`config.mk`:
```
export PLATFORM = sky130hd
export DESIGN_NAME = ihex_wb_writer_flat
export DESIGN_NICKNAME = d
export VERILOG_FILES = /design/src/rtl/ihex_wb_writer_if.sv /design/src/rtl/ihex_wb_writer.sv /design/src/flat_wrapper.sv
export SDC_FILE = /design/constraint.sdc
export NUM_CORES = 1
export LEC_CHECK = 0
export BUFFER_PORTS_ARGS = -buffer_cell sky130_fd_sc_hd__buf_2
export CAP_MARGIN = 15
export CORE_ASPECT_RATIO = 1.2
export CORE_MARGIN = 3
export CORE_UTILIZATION = 35
export DETAILED_ROUTE_END_ITERATION = 6
export PLACE_DENSITY_LB_ADDON = 0.2
export SYNTH_ARGS = -nofsm -noshare
export SYNTH_HDL_FRONTEND = slang
export SYNTH_SLANG_ARGS = --single-unit
export TNS_END_PERCENT = 5
```
`constraint.sdc`:
```
create_clock -name i_clk -period 2.3 [get_ports i_clk]
set_clock_uncertainty 0.05 [all_clocks]
set_input_delay 0 -clock i_clk [delete_from_list [all_inputs] [get_ports i_clk]]
set_output_delay 0 -clock i_clk [all_outputs]
set_load 0.02 [all_outputs]
```
`src/rtl/ihex_wb_writer_if.sv`:
```
// Pipelined wishbone bus bundle between the HEX writer (master) and the bus fabric (slave).
interface ihex_wb_writer_if #(
    parameter int unsigned AW   = 30,
    parameter int unsigned DW   = 32,
    parameter int unsigned SELW = 4
);
    logic            cyc;
    logic            stb;
    logic            we;
    logic [AW-1:0]   addr;
    logic [SELW-1:0] sel;
    logic [DW-1:0]   mosi_data;
    logic [DW-1:0]   miso_data;
    logic            stall;
    logic            ack;
    logic            err;

    modport master (
        output cyc, stb, we, addr, sel, mosi_data,
        input  stall, ack, err, miso_data
    );

    modport slave (
        input  cyc, stb, we, addr, sel, mosi_data,
        output stall, ack, err, miso_data
    );
endinterface

```
`src/rtl/ihex_wb_writer.sv`:
```
// Packs Intel-HEX data bytes into 32-bit words and writes them as single wishbone cycles.
// Optional ack-wait timeout enabled by defining IHEX_WB_TIMEOUT_EN.
module ihex_wb_writer #(
    parameter int unsigned AW      = 30,
    parameter int unsigned TIMEOUT = 1024
) (
    input  logic          i_clk,
    input  logic          i_reset,
    input  logic          i_byte_valid,
    input  logic [7:0]    i_byte,
    input  logic [AW+1:0] i_byte_addr,
    output logic          o_byte_ready,
    input  logic          i_flush,
    output logic          o_done,
    output logic          o_busy,
    output logic          o_err,
    output logic [15:0]   o_words,
    ihex_wb_writer_if.master wb
);

    typedef enum logic [1:0] {IDLE, REQ, WAIT_ACK} state_t;

    state_t        state_q, state_d;
    logic          pending_q, pending_d;
    logic          flush_req_q, flush_req_d;
    logic [AW-1:0] word_addr_q, word_addr_d;
    logic [31:0]   data_q, data_d;
    logic [3:0]    sel_q, sel_d;
    logic          done_q, done_d;
    logic          err_q, err_d;
    logic [15:0]   words_q, words_d;
    logic          cyc_q, cyc_d;
    logic          stb_q, stb_d;
    logic          busy_q, busy_d;

    logic [1:0]    lane;
    logic [AW-1:0] byte_word;
    logic          conflict;
    logic          accept;
    logic          finish;
    logic          fin_err;

`ifdef IHEX_WB_TIMEOUT_EN
    localparam int unsigned TW = (TIMEOUT < 2) ? 1 : $clog2(TIMEOUT);
    logic [TW-1:0] tmo_q;
`endif

    // Next-state, buffer merge and bus completion.
    always_comb begin
        state_d     = state_q;
        pending_d   = pending_q;
        flush_req_d = flush_req_q | i_flush;
        word_addr_d = word_addr_q;
        data_d      = data_q;
        sel_d       = sel_q;
        done_d      = 1'b0;
        err_d       = err_q;
        words_d     = words_q;
        finish      = 1'b0;
        fin_err     = 1'b0;

        lane         = i_byte_addr[1:0];
        byte_word    = i_byte_addr[AW+1:2];
        conflict     = (byte_word != word_addr_q) || sel_q[lane];
        o_byte_ready = (state_q == IDLE) && !(pending_q && conflict);
        accept       = i_byte_valid && o_byte_ready;

        unique case (state_q)
            IDLE: begin
                if (accept) begin
                    if (!pending_q) begin
                        word_addr_d = byte_word;
                        data_d      = '0;
                        sel_d       = '0;
                    end
                    data_d[8*lane +: 8] = i_byte;
                    sel_d[lane]         = 1'b1;
                    pending_d           = 1'b1;
                    if (sel_d == 4'hF) state_d = REQ;
                end else if (i_byte_valid && pending_q && conflict) begin
                    state_d = REQ;
                end else if (flush_req_d) begin
                    if (pending_q) begin
                        state_d = REQ;
                    end else begin
                        done_d      = 1'b1;
                        flush_req_d = 1'b0;
                    end
                end
            end
            REQ: begin
                if (!wb.stall) begin
                    if (wb.ack || wb.err) begin
                        finish  = 1'b1;
                        fin_err = wb.err;
                    end else begin
                        state_d = WAIT_ACK;
                    end
                end
            end
            WAIT_ACK: begin
                if (wb.ack || wb.err) begin
                    finish  = 1'b1;
                    fin_err = wb.err;
                end
            end
            default: state_d = IDLE;
        endcase

`ifdef IHEX_WB_TIMEOUT_EN
        if ((state_q != IDLE) && !finish && (tmo_q == TW'(TIMEOUT - 1))) begin
            finish  = 1'b1;
            fin_err = 1'b1;
        end
`endif

        // A byte still offered upstream belongs to this flush, so done waits for it.
        if (finish) begin
            state_d   = IDLE;
            pending_d = 1'b0;
            sel_d     = '0;
            if (fin_err) begin
                err_d = 1'b1;
            end else if (words_q != 16'hFFFF) begin
                words_d = words_q + 16'd1;
            end
            if (flush_req_d && !i_byte_valid) begin
                done_d      = 1'b1;
                flush_req_d = 1'b0;
            end
        end

        cyc_d  = (state_d != IDLE);
        stb_d  = (state_d == REQ);
        busy_d = pending_d || (state_d != IDLE);
    end

    always_ff @(posedge i_clk) begin
        if (i_reset) begin
            state_q     <= IDLE;
            pending_q   <= 1'b0;
            flush_req_q <= 1'b0;
            word_addr_q <= '0;
            data_q      <= '0;
            sel_q       <= '0;
            done_q      <= 1'b0;
            err_q       <= 1'b0;
            words_q     <= '0;
            cyc_q       <= 1'b0;
            stb_q       <= 1'b0;
            busy_q      <= 1'b0;
        end else begin
            state_q     <= state_d;
            pending_q   <= pending_d;
            flush_req_q <= flush_req_d;
            word_addr_q <= word_addr_d;
            data_q      <= data_d;
            sel_q       <= sel_d;
            done_q      <= done_d;
            err_q       <= err_d;
            words_q     <= words_d;
            cyc_q       <= cyc_d;
            stb_q       <= stb_d;
            busy_q      <= busy_d;
        end
    end

`ifdef IHEX_WB_TIMEOUT_EN
    // Cycles spent in the current bus state; restarts on every state change.
    always_ff @(posedge i_clk) begin
        if (i_reset || (state_d != state_q) || (state_q == IDLE)) begin
            tmo_q <= '0;
        end else begin
            tmo_q <= tmo_q + TW'(1);
        end
    end
`endif

    assign wb.cyc       = cyc_q;
    assign wb.stb       = stb_q;
    assign wb.we        = cyc_q;
    assign wb.addr      = word_addr_q;
    assign wb.sel       = sel_q;
    assign wb.mosi_data = data_q;

    assign o_done  = done_q;
    assign o_busy  = busy_q;
    assign o_err   = err_q;
    assign o_words = words_q;

    // Read data is never consumed by a write-only master.
    logic unused;
    assign unused = &{1'b0, wb.miso_data, 32'(TIMEOUT)};

endmodule

```
`src/flat_wrapper.sv`:
```
// flat-port wrapper written by rule: the top's interface ports become plain ports
module ihex_wb_writer_flat 
#(
    parameter int unsigned AW      = 30,
    parameter int unsigned TIMEOUT = 1024
)
  (i_clk, i_reset, i_byte_valid, i_byte, i_byte_addr, o_byte_ready, i_flush, o_done, o_busy, o_err, o_words, wb_cyc, wb_stb, wb_we, wb_addr, wb_sel, wb_mosi_data, wb_stall, wb_ack, wb_err, wb_miso_data);
  ihex_wb_writer_if #(.AW(AW)) wb_i ();
  input  logic i_clk;
  input  logic i_reset;
  input  logic i_byte_valid;
  input  logic [7:0] i_byte;
  input  logic [AW+1:0] i_byte_addr;
  output logic o_byte_ready;
  input  logic i_flush;
  output logic o_done;
  output logic o_busy;
  output logic o_err;
  output logic [15:0] o_words;
  output wire logic [$bits(wb_i.cyc)-1:0] wb_cyc;
  output wire logic [$bits(wb_i.stb)-1:0] wb_stb;
  output wire logic [$bits(wb_i.we)-1:0] wb_we;
  output wire logic [$bits(wb_i.addr)-1:0] wb_addr;
  output wire logic [$bits(wb_i.sel)-1:0] wb_sel;
  output wire logic [$bits(wb_i.mosi_data)-1:0] wb_mosi_data;
  input wire logic [$bits(wb_i.stall)-1:0] wb_stall;
  input wire logic [$bits(wb_i.ack)-1:0] wb_ack;
  input wire logic [$bits(wb_i.err)-1:0] wb_err;
  input wire logic [$bits(wb_i.miso_data)-1:0] wb_miso_data;
  assign wb_cyc = wb_i.cyc;
  assign wb_stb = wb_i.stb;
  assign wb_we = wb_i.we;
  assign wb_addr = wb_i.addr;
  assign wb_sel = wb_i.sel;
  assign wb_mosi_data = wb_i.mosi_data;
  assign wb_i.stall = wb_stall;
  assign wb_i.ack = wb_ack;
  assign wb_i.err = wb_err;
  assign wb_i.miso_data = wb_miso_data;
  ihex_wb_writer #(.AW(AW), .TIMEOUT(TIMEOUT)) u_core (.i_clk(i_clk), .i_reset(i_reset), .i_byte_valid(i_byte_valid), .i_byte(i_byte), .i_byte_addr(i_byte_addr), .o_byte_ready(o_byte_ready), .i_flush(i_flush), .o_done(o_done), .o_busy(o_busy), .o_err(o_err), .o_words(o_words), .wb(wb_i));
endmodule
```
After elaboration in Yosys (flattened, before gate mapping):

Index checks and enable logic that the tools add are counted.

* word-level logic and storage cells: 90
* input port bits: 79
* bits in registers: 91

* equality and inequality tests: 6
* muxes and demuxes: 43
* $add $sub $neg: 2
* bitwise operators: 4
* reduce and logical (&&, ||, !) cells: 19
* magnitude comparators: 2
* shifts and indexed selects: 2

Operators with widths (number)
* 32-bit two-way mux: 3
* 5-bit negator with 34-bit output: 1
* 8-bit by 34-bit variable shift with 32-bit output, first input constant: 1
* 8-bit by 34-bit variable part select with 32-bit output: 1
* 32-bit bitwise mux: 1
* 30-bit inequality test: 1
* 1-bit two-way mux: 23
* 16-bit by 1-bit adder with 16-bit output, second input constant: 1
* 2-bit two-way mux: 8
* 16-bit inequality test, second input constant: 1
* 4-bit two-way mux: 3
* 1-bit logical AND: 7
* 2-bit one-hot mux with 3 select lines: 1
* 3-bit AND reduction: 2
* 2-bit by 1-bit equality test with 1-bit output, second input constant: 2
* 4-bit equality test, second input constant: 1
* 4-bit bitwise OR: 1
* 1-bit one-hot mux with 2 select lines: 2
* 2-bit AND reduction: 2
* 1-bit logical OR: 3
* 2-bit by 3-bit less-than comparator with 1-bit output, second input constant: 1
* 1-bit binary-select mux with 2-bit select: 1
* 1-bit demux with 2-bit select: 1
* 2-bit equality test, second input constant: 1
* 7 further kinds: 9

Depth between registers and ports, before layout:

Gate-level depths: netlist of run 1.

* depth after elaboration: 17
* gate-level depth with buffers: 10
* mapped depth without buffers: 9

Worst setup path after synthesis of run 1:

Ideal clock, no wire load.

* path type: reg-to-reg
* start: reg u_core.sel_q[3] (netlist: u_core.wb.sel[3])
* end: reg u_core.stb_q (netlist: u_core.wb.stb)
* stages on the path, launching flop included: 7
* arrival time: 2.197 ns
* library setup time: 0.115 ns
* buffers on the path: 0
* data required time: 2.135 ns
* path slack: -0.062 ns
* cell sequence: dfxtp_1 mux4_2 or3_4 or4b_1 o311ai_2 o32ai_2 and2_1

* longest elaborated chain between the ends: 11
* elaborated cells between the ends (all ways): 19

RTL lines
* start: declaration: line ihex_wb_writer.sv:28 `logic [3:0] sel_q, sel_d;`
* start signal: assignment: line ihex_wb_writer.sv:158 `sel_q <= sel_d;`
* parallel branches: the longest is 7 deep, another holds 4-bit two-way mux
* 2-bit two-way mux *: line ihex_wb_writer.sv:70 `if (accept) begin`
* 2-bit one-hot mux with 3 select lines *: line ihex_wb_writer.sv:68 `unique case (state_q)`
* 2-bit two-way mux *: line ihex_wb_writer.sv:118 `if (finish) begin`
* 2-bit by 1-bit equality test with 1-bit output *: line ihex_wb_writer.sv:134 `stb_d = (state_d == REQ);`
* end signal: assignment: line ihex_wb_writer.sv:163 `stb_q <= stb_d;`
* end: declaration: line ihex_wb_writer.sv:33 `logic stb_q, stb_d;`

Mark *: on every way between the ends. The select of a mux whose other input is x is not followed.
A chain may end at the register's enable or synchronous reset.

Final worst setup path of run 1:

Same ends and word-level chain as after synthesis.

==> PnR_summary.wiki, run 1 <==
{| class="wikitable"
! Metric !! Value
|-
| Met2 track demand over resource in global routing || 31.0%
|-
| Clock input transition at the sequential cells of the worst setup and hold paths || 0.07 ns
|-
| Routed wirelength normalized by instance count || 14.1 µm
|-
| First-pass GRT wire length || 19400 µm
|-
| Input/output buffers || 135
|-
| Net switching fraction of the power || 35.0%
|-
| Die Footprint || 13400 µm²
|-
| Starting density of the core || 36.1%
|-
| Required time of the critical path || 2.48 ns
|-
| Grt ovf || 0
|-
| Setup crit start kind || register
|-
| Overall routing resource usage || 17.8%
|-
| Most frequently used flop master after synthesis || sky130_fd_sc_hd__dfxtp_1
|-
| Total power of the final layout || 5.19 mW
|-
| Share of the cycle needed by the critical path after routing || 100%
|-
| Most frequent standard cell in the layout excluding fill and tap cells || sky130_fd_sc_hd__buf_2
|-
| Post-CTS Setup Bufs || 0
|-
| Boundary pin count || 168
|-
| Crit path launch || u_core.wb.sel[3]
|-
| Warning count from the yosys run || 0
|-
| Final Wtd Congestion || 0.829
|-
| H-Tree Depth || 3
|-
| Number of slew-limit violations in the final report || 0
|-
| Final setup violation count || 1
|-
| Ratio of total power to cell area || 882 nW/µm²
|-
| Pin count of the biggest net entering global routing || 38
|-
| Share of total power in sequential cells || 36.7%
|-
| Syn Area/Cell || 8.49 µm²
|-
| Std-Cell Rows || 43
|-
| Violated checks || negative setup slack
|-
| Share of post-route cells with drive strength above 1 || 29.3%
|-
| Met1 Track Usage GR || 21.6%
|-
| Number of global-route vias before repair || 3961
|-
| Part of the power in combinational logic || 33.8%
|-
| Time the worst path needs with I/O delays and setup || 2.30 ns
|-
| Part of the total power dissipated in the clock network || 29.6%
|-
| Static leakage power || 2.55 nW
|-
| Switching power summed over all nets || 1.81 mW
|-
| Total half-perimeter wirelength after legalization and detailed placement || 8430 µm
|-
| Actual slew at the worst max-slew pin || 0.705 ns
|-
| Fraction of met3 tracks used by global routing || 4.00%
|-
| Routed vias/inst || 4.81
|-
| Max transition margin || 53.0%
|-
| Sink count of the clock tree || 91
|-
| Final #Nets || 764
|-
| Worst hold slack || 0.00429 ns
|-
| Number of synthesized flops with an enable pin || 0
|-
| Antenna diode instance count || 0
|-
| Beginning of the worst hold path || i_byte_valid
|-
| Proportion of synthesized chip area in sequential cells || 43.3%
|-
| Internal portion of total power || 3.37 mW
|-
| Number of different library cells in the post-synthesis netlist || 48
|-
| Clk Tree Root Cell || sky130_fd_sc_hd__clkbuf_16
|-
| Area growth from synthesis to layout || 39.7%
|-
| Register bit total from synthesis || 91
|-
| RR Startpoint || u_core.wb.sel[3]
|-
| Total of max-cap violations || 0
|-
| Class of the worst hold path || primary input to register
|-
| Core footprint || 11700 µm²
|-
| Worst EP arrival || 2.48 ns
|-
| Critical-path maximum fanout || 4
|-
| Clock latency at the later pin of the worst-skew pair || 0.33 ns
|-
| Final antenna-violating net count || 0
|-
| Unrepaired setup endpoints after global routing || yes
|-
| Die boundary width || 106 µm
|-
| Most used cells in the layout excluding fill and tap cells || 135 x sky130_fd_sc_hd__buf_2, 96 x sky130_fd_sc_hd__nand2_1, 86 x sky130_fd_sc_hd__dfxtp_1
|-
| Proportion of synthesized flip-flops having asynchronous set or reset || 0%
|-
| Setup ws final || -0.00327 ns
|-
| Worst VDD drop || 409 µV
|-
| Final routed DRC violation total || 0
|-
| GRT Max-Usage Layer || met2
|-
| Initial antenna violation count || 0
|-
| CTS tree || done
|-
| Post-Synthesis Net Count || 585
|-
| CTS buffer count || 9
|-
| Iteration-0 DRC Markers || 123
|-
| Run status || complete, but fails checks
|-
| First-pass detailed-route iteration total || 4
|-
| Vias || 4030
|-
| Clock tree buffer depth || 2
|-
| Path type of the worst setup path || register to register
|-
| Achievable frequency || 434 MHz
|-
| Overall die height || 126 µm
|-
| Cell count after synthesis || 496
|-
| Netlist area before placement || 4210 µm²
|-
| Total detailed-routing wirelength || 11800 µm
|-
| Number of hold violations in the final report || 0
|-
| Worst setup EP type || register
|}
-- worst max-delay path, stage by stage (launching register included) --
cell	delay, ns
sky130_fd_sc_hd__dfxtp_2	0.33
sky130_fd_sc_hd__mux4_2	0.49
sky130_fd_sc_hd__or3_4	0.36
sky130_fd_sc_hd__or4b_4	0.54
sky130_fd_sc_hd__o311ai_4	0.12
sky130_fd_sc_hd__a31oi_1	0.15
sky130_fd_sc_hd__and2_1	0.16
-- power groups by stage --
stage / Combinational [mW] / Clock [mW] / Sequential (mW)
after floorplan: 0.997 / 0 / 2.10
after global placement: 1.66 / 0 / 1.92
after detailed placement: 1.69 / 0 / 1.93
after CTS: 1.75 / 1.59 / 1.90
after global routing: 1.93 / 1.64 / 1.92
final: 1.75 / 1.53 / 1.90
-- cell families after synthesis --
logic type | share of synthesized area [%]
AO/OA/AOI/OAI | 11.5
adder cells (fa/ha/maj) | 2.97
buffers and inverters | 4.67
flip-flops | 43.3
XOR/XNOR | 8.74
multiplexers | 2.68
AND/OR/NAND/NOR | 26.2
-- area by class of cell --
| class | instances | area (µm²) |
|---|---|---|
| flip-flops and latches | 91 | 1830 |
| multi-input cells | 366 | 2240 |
| clock buffers | 13 | 270 |
| well taps | 157 | 196 |
| fillers | 1165 | 5800 |
| inverters | 12 | 45.0 |
| repair buffers | 195 | 1250 |
| clock inverters | 3 | 45.0 |
-- registers in the layout, summed over array words and instances (netlist names) --
signal,count
u_core.o_err,1
u_core.wb.stb,1
u_core.o_busy,1
u_core.flush_req_q,1
u_core.wb.addr,30
u_core.wb.cyc,1
u_core.state_q,2
u_core.wb.mosi_data,32
u_core.wb.sel,4
u_core.o_done,1
u_core.o_words,16
u_core.pending_q,1
-- path summary, 6_finish.rpt --
path	to	slack, ns	depth (start not counted)
worst max-delay path	u_core.wb.stb	-0.003	6
worst min-delay path	u_core.flush_req_q	0.004	3
worst max register to register	u_core.wb.stb	-0.003	6
worst min register to register	u_core.wb.mosi_data[17]	0.40	2
-- timing repair --
| item | in CTS | in global routing |
|---|---|---|
| setup endpoints to repair | 2 | 47 |
| hold buffers | 41 | 0 |
| pin swaps | 1 | 3 |
| endpoints found under the hold margin | 57 | 0 |
| gates resized for setup | 0 | 7 |
| gates cloned | 0 | 0 |
-- Yosys cell counts, types with 2 or more instances --
| cell | instances | share of area, % |
|---|---|---|
| sky130_fd_sc_hd__and3_1 | 3 | 0.45 |
| sky130_fd_sc_hd__xor2_1 | 29 | 6.0 |
| sky130_fd_sc_hd__or3_1 | 3 | 0.45 |
| sky130_fd_sc_hd__buf_1 | 2 | 0.18 |
| sky130_fd_sc_hd__nor2b_1 | 2 | 0.30 |
| sky130_fd_sc_hd__or3b_2 | 8 | 1.7 |
| sky130_fd_sc_hd__xnor2_1 | 13 | 2.7 |
| sky130_fd_sc_hd__nor4_1 | 8 | 1.2 |
| sky130_fd_sc_hd__nor3_1 | 6 | 0.71 |
| sky130_fd_sc_hd__nor2_1 | 28 | 2.5 |
| sky130_fd_sc_hd__buf_8 | 2 | 0.71 |
| sky130_fd_sc_hd__mux2i_1 | 9 | 2.1 |
| sky130_fd_sc_hd__and2_1 | 2 | 0.30 |
| sky130_fd_sc_hd__nand4_1 | 33 | 4.9 |
| sky130_fd_sc_hd__nand2_1 | 96 | 8.6 |
| sky130_fd_sc_hd__or2_2 | 2 | 0.30 |
| sky130_fd_sc_hd__a21oi_1 | 60 | 7.1 |
| sky130_fd_sc_hd__nand2b_1 | 15 | 2.2 |
| sky130_fd_sc_hd__and4_1 | 2 | 0.42 |
| sky130_fd_sc_hd__inv_1 | 12 | 1.1 |
| sky130_fd_sc_hd__a31oi_1 | 2 | 0.30 |
| sky130_fd_sc_hd__nand3_1 | 7 | 0.83 |
| sky130_fd_sc_hd__a22oi_1 | 4 | 0.71 |
| sky130_fd_sc_hd__ha_1 | 10 | 3.0 |
| sky130_fd_sc_hd__clkbuf_1 | 20 | 1.8 |
| sky130_fd_sc_hd__o21ai_0 | 6 | 0.71 |
| sky130_fd_sc_hd__dfxtp_1 | 91 | 43 |
-- metal layers --
layer,up-vias,wire length (µm)
met1,1854,5050
met5,-,0
met4,0,124
met2,107,5920
met3,9,678
li1,2060,-
-- metrics by stage --
stage | util, % | area, µm² | std cells | worst slack [ns] | TNS, ns
4_1_cts | 50.1 | 5840 | 837 | -0.00780 | -0.0147
3_5_place_dp | 43.8 | 5120 | 780 | 0.00763 | 0
6_report | 50.4 | 5880 | 837 | -0.00327 | -0.00327
3_3_place_gp | 43.8 | 5120 | 780 | 0.0205 | 0
5_1_grt | 50.4 | 5880 | 837 | -0.0656 | -0.732
2_1_floorplan | - | 4230 | 496 | 0.0562 | 0
Power figures use the tool's default switching activity.
==> run 2: changes to the inputs <==
--- a/config.mk
+++ b/config.mk
@@ -9,9 +9,10 @@
 export CAP_MARGIN = 15
 export CORE_ASPECT_RATIO = 1.2
 export CORE_MARGIN = 3
-export CORE_UTILIZATION = 35
+export CORE_UTILIZATION = 27
 export DETAILED_ROUTE_END_ITERATION = 6
 export PLACE_DENSITY_LB_ADDON = 0.2
+export SLEW_MARGIN = 25
 export SYNTH_ARGS = -nofsm -noshare
 export SYNTH_HDL_FRONTEND = slang
 export SYNTH_SLANG_ARGS = --single-unit
==> constraint.sdc (replaced) <==
create_clock -name i_clk -period 2.05 [get_ports i_clk]
set_clock_uncertainty 0.05 [all_clocks]
set_input_delay 0 -clock i_clk [delete_from_list [all_inputs] [get_ports i_clk]]
set_output_delay 0 -clock i_clk [all_outputs]
set_load 0.02 [all_outputs]
==> run 2 against run 1 <==
Net effect: the run still ends with negative setup slack left; clock-buffer cell count is 1 lower; hold slack improved by 0.046 ns; non-clock buffer count up 49; critical path type is now register to output pin; highest routed layer unchanged.
==> PnR_summary.wiki, run 2 (synthesis gave the netlist of run 1 again) <==
{| class="wikitable"
! Metric !! Value
|-
| Grt ovf || 0 (unchanged)
|-
| Total of max-cap violations || 0 (unchanged)
|-
| Final Cell Area || 6430 µm² (+9.3%)
|-
| Number of global-route vias before repair || 4343 (+9.6%)
|-
| Setup crit start kind || register
|-
| Overall die height || 143 µm (+13%)
|-
| Pre-CTS setup slack || -0.231 ns (-0.239 ns)
|-
| Share of the cycle needed by the critical path after routing || 110%
|-
| Post-CTS Setup Bufs || 0 (unchanged)
|-
| Achievable frequency || 443 MHz
|-
| Met2 wire length || 6310 µm (+6.7%)
|-
| Most frequent standard cell in the layout excluding fill and tap cells || sky130_fd_sc_hd__buf_2
|-
| Die boundary width || 120 µm (+13%)
|-
| Clock tree buffer depth || 2 (unchanged)
|-
| Vias || 4247 (+5.4%)
|-
| Starting density of the core || 27.8% (-8.3 points)
|-
| Clock latency at the later pin of the worst-skew pair || 0.35 ns (+0.02 ns)
|-
| Number of hold violations in the final report || 0 (unchanged)
|-
| Routed wirelength normalized by instance count || 14.0 µm (-0.33%)
|-
| Antenna diode instance count || 0 (unchanged)
|-
| Boundary pin count || 168 (unchanged)
|-
| Final routed DRC violation total || 0 (unchanged)
|-
| Most used cells in the layout excluding fill and tap cells || 135 x sky130_fd_sc_hd__buf_2, 96 x sky130_fd_sc_hd__nand2_1, 84 x sky130_fd_sc_hd__dfxtp_1
|-
| Detail Route met3 WL || 887 µm (+31%)
|-
| Static leakage power || 2.83 nW (+11%)
|-
| Share of post-route cells with drive strength above 1 || 35.4% (+6.1 points)
|-
| Max transition margin || 55.6% (+2.7 points)
|-
| CTS tree || done
|-
| Number of slew-limit violations in the final report || 0 (unchanged)
|-
| Final Wtd Congestion || 0.748 (-9.7%)
|-
| Final antenna-violating net count || 0 (unchanged)
|-
| Unrepaired setup endpoints after global routing || yes
|-
| Die Footprint || 17100 µm² (+28%)
|-
| Clk Tree Root Cell || sky130_fd_sc_hd__clkbuf_16
|-
| Max reg flops || 32 (unchanged)
|-
| Ratio of total power to cell area || 985 nW/µm² (+12%)
|-
| Critical-path maximum fanout || 5 (+1)
|-
| Time the worst path needs with I/O delays and setup || 2.26 ns
|-
| Required time of the critical path || 2.00 ns (-0.48 ns)
|-
| Top layer used by detailed routing || met4
|-
| DP Area || 5560 µm² (+8.7%)
|-
| Actual slew at the worst max-slew pin || 0.665 ns (-0.0400 ns)
|-
| Iteration-0 DRC Markers || 111 (-9.8%)
|-
| Initial antenna violation count || 1 (+1)
|-
| Final setup violation count || 40 (+39)
|-
| CTS buffer count || 9 (unchanged)
|-
| First-pass GRT wire length || 21300 µm (+9.8%)
|-
| Std-Cell Rows || 49 (+14%)
|-
| Worst VDD drop || 449 µV (+9.9%)
|-
| Overall routing resource usage || 15.3% (-2.5 points)
|-
| Sink count of the clock tree || 91 (unchanged)
|-
| Post-route met1 wirelength || 5670 µm (+12%)
|-
| H-Tree Depth || 3 (unchanged)
|-
| Routed vias/inst || 4.55 (-5.5%)
|-
| Worst setup EP type || output pin
|-
| Total detailed-routing wirelength || 13100 µm (+11%)
|-
| Class of the worst hold path || primary input to register
|-
| Total power of the final layout || 6.33 mW (+22%)
|-
| Pin count of the biggest net entering global routing || 53 (+39%)
|-
| Violated checks || negative setup slack
|-
| Core footprint || 15100 µm² (+30%)
|-
| Path type of the worst setup path || register to output pin
|-
| Input/output buffers || 135 (unchanged)
|-
| Worst EP arrival || 2.21 ns (-0.27 ns)
|-
| Area growth from synthesis to layout || 52.7%
|-
| Final TNS setup || -3.52 ns (-3.52 ns)
|-
| Setup ws final || -0.208 ns (-0.204 ns)
|-
| Run status || complete, but fails checks
|-
| Clock input transition at the sequential cells of the worst setup and hold paths || 0.06 ns (about the same)
|-
| Final #Nets || 813 (+6.4%)
|-
| Total half-perimeter wirelength after legalization and detailed placement || 9430 µm (+12%)
|-
| First-pass detailed-route iteration total || 4 (unchanged)
|}
run 2: cell count changes in the layout (fill, tap and decap cells not counted), moves of 2 or more:
| cell | change |
|---|---|
| sky130_fd_sc_hd__dfxtp_1 | -2 |
| sky130_fd_sc_hd__nor4_1 | -3 |
| sky130_fd_sc_hd__nor4_2 | +2 |
| sky130_fd_sc_hd__buf_6 | +2 |
| sky130_fd_sc_hd__buf_4 | +44 |
| sky130_fd_sc_hd__buf_12 | +2 |
| sky130_fd_sc_hd__ha_1 | -2 |
run 2: routing by layer:
| metal | track usage, % | up-vias |
|---|---|---|
| li1 | - | 2159 |
| met1 | 18.5 | 1963 |
| met2 | 26.3 | 112 |
| met3 | 4.08 | 13 |
| met4 | 5.67 | 0 |
| met5 | 0 | - |
run 2: what timing repair did:
action                                  4_1_cts  5_1_grt
hold endpoints to repair                     57        0
pin swaps                                     6        8
endpoints found under the setup margin       50       59
gates resized for setup                      12       12
hold buffers                                 42        0
run 2: worst paths after layout:
kind,from,end,slack [ns],cells past startpoint
max,u_core.wb.sel[3],o_byte_ready,-0.21,6
min,wb_stall,u_core.o_err,0.05,4
max reg2reg,u_core.wb.sel[3],u_core.o_busy,-0.20,6
min reg2reg,u_core.wb.mosi_data[28],u_core.wb.mosi_data[28],0.40,2
run 2: per-stage QoR:
stage / utilization (%) / hold WS, ns / instances
after floorplan: - / 0.0860 / 496
after global placement: 36.7 / 0.209 / 875
after detailed placement: 36.7 / 0.216 / 875
after CTS: 42.1 / 0.0246 / 933
after global routing: 42.4 / 0.0371 / 933
final: 42.4 / 0.0507 / 933
run 2: power breakdown:
part,switching [mW],total (mW),internal (mW)
clock,0.705,1.84,1.13
sequential,0.129,2.10,1.97
combinational,1.33,2.39,1.06
run 2: final cells by class:
cell class / instances / area (µm²)
tap: 204 / 255
clock inverter: 4 / 72.6
fill: 1558 / 8720
clock buffer: 12 / 256
timing repair buffer: 244 / 1660
multi-input combinational: 366 / 2310
sequential: 91 / 1830
inverter: 12 / 45.0
run 2: critical path: stages (launching register included):
cell                      delay (ns)
sky130_fd_sc_hd__dfxtp_2        0.31
sky130_fd_sc_hd__mux4_2         0.46
sky130_fd_sc_hd__or3_4          0.36
sky130_fd_sc_hd__o31ai_4        0.23
sky130_fd_sc_hd__buf_4          0.19
sky130_fd_sc_hd__and2_1         0.13
sky130_fd_sc_hd__buf_2          0.17
==> run 3: changes to the inputs <==
--- a/config.mk
+++ b/config.mk
@@ -11,7 +11,8 @@
 export CORE_MARGIN = 3
 export CORE_UTILIZATION = 27
 export DETAILED_ROUTE_END_ITERATION = 6
-export PLACE_DENSITY_LB_ADDON = 0.2
+export PLACE_DENSITY = 0.51
+export SKIP_CTS_REPAIR_TIMING = 1
 export SLEW_MARGIN = 25
 export SYNTH_ARGS = -nofsm -noshare
 export SYNTH_HDL_FRONTEND = slang
==> run 3 against run 2 <==
Net effect: the flow finishes with violations (negative hold slack, negative setup slack); design area shrank 1.1%; die area is the same; critical path type is now register to register; fmax fell by 0.92%; via count grew 1.2%; wire length decreased by 1.4%; combinational power shrank 3%; critical endpoint is now u_core.wb.stb; clock-buffer cell count down 1; largest cell class unchanged; total power down 2.4%.
==> PnR_summary.wiki, run 3 (synthesis gave the netlist of run 1 again) <==
{| class="wikitable"
! Metric !! Value
|-
| Final setup violation count || 44 (+10%)
|-
| Required time of the critical path || 2.23 ns (+0.23 ns)
|-
| Clock latency at the later pin of the worst-skew pair || 0.34 ns (about the same)
|-
| Sink count of the clock tree || 91 (unchanged)
|-
| Most used cells in the layout excluding fill and tap cells || 135 x sky130_fd_sc_hd__buf_2, 96 x sky130_fd_sc_hd__nand2_1, 86 x sky130_fd_sc_hd__dfxtp_1
|-
| Final Wtd Congestion || 0.778 (+3.9%)
|-
| Worst hold endpoint || u_core.flush_req_q
|-
| First-pass detailed-route iteration total || 4 (unchanged)
|-
| H-Tree Depth || 3 (unchanged)
|-
| Fraction of met3 tracks used by global routing || 5.74% (+1.7 points)
|-
| Hold depth || 3 (-1)
|-
| Initial antenna violation count || 1 (unchanged)
|-
| Pre-CTS setup slack || -0.234 ns (-0.00251 ns)
|-
| Pin count of the biggest net entering global routing || 57 (+7.5%)
|-
| End of the worst register-to-register path || u_core.wb.stb
|-
| Cell family with most CP delay || simple AND/OR/NAND/NOR gates
|-
| Std-Cell Rows || 49 (unchanged)
|-
| Total detailed-routing wirelength || 12900 µm (-1.4%)
|-
| GRT Max-Usage Layer || met2
|-
| Routed vias/inst || 4.61 (+1.2%)
|-
| Share of the cycle needed by the critical path after routing || 111% (+1.0 points)
|-
| Share of post-route cells with drive strength above 1 || 34.8% (-0.64 points)
|-
| Total half-perimeter wirelength after legalization and detailed placement || 9560 µm (+1.4%)
|-
| Critical-path cell with the highest stage delay || sky130_fd_sc_hd__or4b_4
|-
| Filler cell count in the final layout || 1572 (+0.90%)
|-
| Beginning of the worst hold path || i_byte_valid
|-
| Cell depth of the worst flop-to-flop path || 6 (unchanged)
|-
| Achievable frequency || 439 MHz (-0.92%)
|-
| Vias || 4298 (+1.2%)
|-
| Ratio of total power to cell area || 973 nW/µm² (-1.2%)
|-
| Overall routing resource usage || 15.0% (-0.33 points)
|-
| Max transition margin || 57.5% (+1.9 points)
|-
| Boundary pin count || 168 (unchanged)
|-
| Time the worst path needs with I/O delays and setup || 2.28 ns (+0.0210 ns)
|-
| Worst setup EP type || register
|-
| Final routed DRC violation total || 0 (unchanged)
|-
| Class of the worst hold path || primary input to register
|-
| Clock input transition at the sequential cells of the worst setup and hold paths || 0.06 ns (about the same)
|-
| Met2 track demand over resource in global routing || 24.7% (-1.6 points)
|-
| Number of hold violations in the final report || 2 (+2)
|-
| Max reg flops || 32 (unchanged)
|-
| CTS buffer count || 9 (unchanged)
|-
| Grt ovf || 0 (unchanged)
|-
| Final Cell Area || 6350 µm² (-1.1%)
|-
| Critical-path maximum fanout || 3 (-2)
|-
| Number of slew-limit violations in the final report || 0 (unchanged)
|-
| Path type of the worst setup path || register to register
|-
| Delay of the slowest cell on the worst path || 0.53 ns (+0.07 ns)
|-
| Total buffers and inverters traversed by the critical path || 0 (-2)
|-
| Static leakage power || 2.81 nW (-0.88%)
|-
| Final antenna-violating net count || 0 (unchanged)
|-
| Worst R2R Setup Slack || -0.23 ns (-0.03 ns)
|-
| Most frequent standard cell in the layout excluding fill and tap cells || sky130_fd_sc_hd__buf_2
|-
| Worst hold slack || -0.00798 ns (-0.0587 ns)
|-
| Setup crit start kind || register
|-
| CTS tree || done
|-
| Unrepaired setup endpoints after global routing || yes
|-
| Die Footprint || 17100 µm² (unchanged)
|-
| Worst EP arrival || 2.46 ns (+0.25 ns)
|-
| Clk Tree Root Cell || sky130_fd_sc_hd__clkbuf_16
|-
| First-pass GRT wire length || 20600 µm (-3.2%)
|-
| RR Startpoint || u_core.wb.sel[3]
|-
| Die boundary width || 120 µm (unchanged)
|-
| Met1 Track Usage GR || 18.1% (-0.35 points)
|-
| Violated checks || negative hold slack, negative setup slack
|-
| Actual slew at the worst max-slew pin || 0.637 ns (-0.0281 ns)
|-
| DP Area || 5580 µm² (+0.27%)
|-
| Area growth from synthesis to layout || 51.0%
|-
| Worst VDD drop || 404 µV (-10%)
|-
| Routed wirelength normalized by instance count || 13.8 µm (-1.4%)
|-
| Core footprint || 15100 µm² (unchanged)
|-
| Setup ws final || -0.229 ns (-0.0210 ns)
|-
| Critical-path cell list || mux4_2 > or3_4 > or4b_4 > o311ai_4 > a31oi_1 > and2_1
|-
| Overall die height || 143 µm (unchanged)
|-
| Final #Nets || 813 (unchanged)
|-
| Total of max-cap violations || 0 (unchanged)
|-
| Starting density of the core || 27.8% (unchanged)
|-
| Input/output buffers || 135 (unchanged)
|-
| Iteration-0 DRC Markers || 211 (+90%)
|-
| Clock tree buffer depth || 2 (unchanged)
|-
| Number of global-route vias before repair || 4106 (-5.5%)
|-
| Run status || complete, but fails checks
|}
-- run 3: worst max-delay path by stage --
stage	start	end	depth (start not counted)
3_5_place_dp	u_core.wb.sel[3]	u_core.wb.stb	6
3_3_place_gp	u_core.wb.sel[3]	u_core.wb.stb	6
6_report	u_core.wb.sel[3]	u_core.wb.stb	6
5_1_grt	u_core.wb.sel[3]	u_core.o_busy	6
2_1_floorplan	u_core.wb.sel[3]	u_core.o_busy	6
4_1_cts	u_core.wb.addr[12]	o_byte_ready	8
-- run 3: worst register-to-register path, cell delays in order, from the launching register on --
cell,delay (ns)
sky130_fd_sc_hd__dfxtp_2,0.32
sky130_fd_sc_hd__mux4_2,0.48
sky130_fd_sc_hd__or3_4,0.36
sky130_fd_sc_hd__or4b_4,0.53
sky130_fd_sc_hd__o311ai_4,0.12
sky130_fd_sc_hd__a31oi_1,0.15
sky130_fd_sc_hd__and2_1,0.16
-- run 3: power by group --
group / leakage [nW] / internal (mW) / switching [mW]
combinational: 1.92 / 1.02 / 1.30
clock: 0.146 / 1.07 / 0.696
sequential: 0.741 / 1.97 / 0.127
total: 2.81 / 4.06 / 2.13
-- run 3: cell type report --
| class | instances | area, µm² | share of cell area (%) |
|---|---|---|---|
| multi-input combinational | 366 | 2270 | 35.7 |
| sequential | 91 | 1830 | 28.8 |
| clock buffer | 11 | 233 | 3.66 |
| inverter | 12 | 45.0 | 0.709 |
| clock inverter | 4 | 76.3 | 1.20 |
| timing repair buffer | 244 | 1640 | 25.9 |
| tap | 204 | 255 | 4.02 |
| antenna | 1 | 2.50 | 0.0394 |
-- run 3: layer usage --
layer	wire length, µm	share of wire [%]
met2	6000	47
met5	13	0.10
met3	1040	8.1
met4	226	1.8
met1	5620	44
-- run 3: metrics by stage --
step | util (%) | total power [mW] | cells | setup TNS (ns)
2_1_floorplan | - | 3.47 | 496 | -5.57
3_3_place_gp | 36.8 | 4.34 | 877 | -6.73
3_5_place_dp | 36.8 | 4.37 | 877 | -6.56
4_1_cts | 38.9 | 6.18 | 892 | -8.02
5_1_grt | 41.9 | 6.59 | 932 | -9.34
6_report | 42.0 | 6.18 | 933 | -4.00
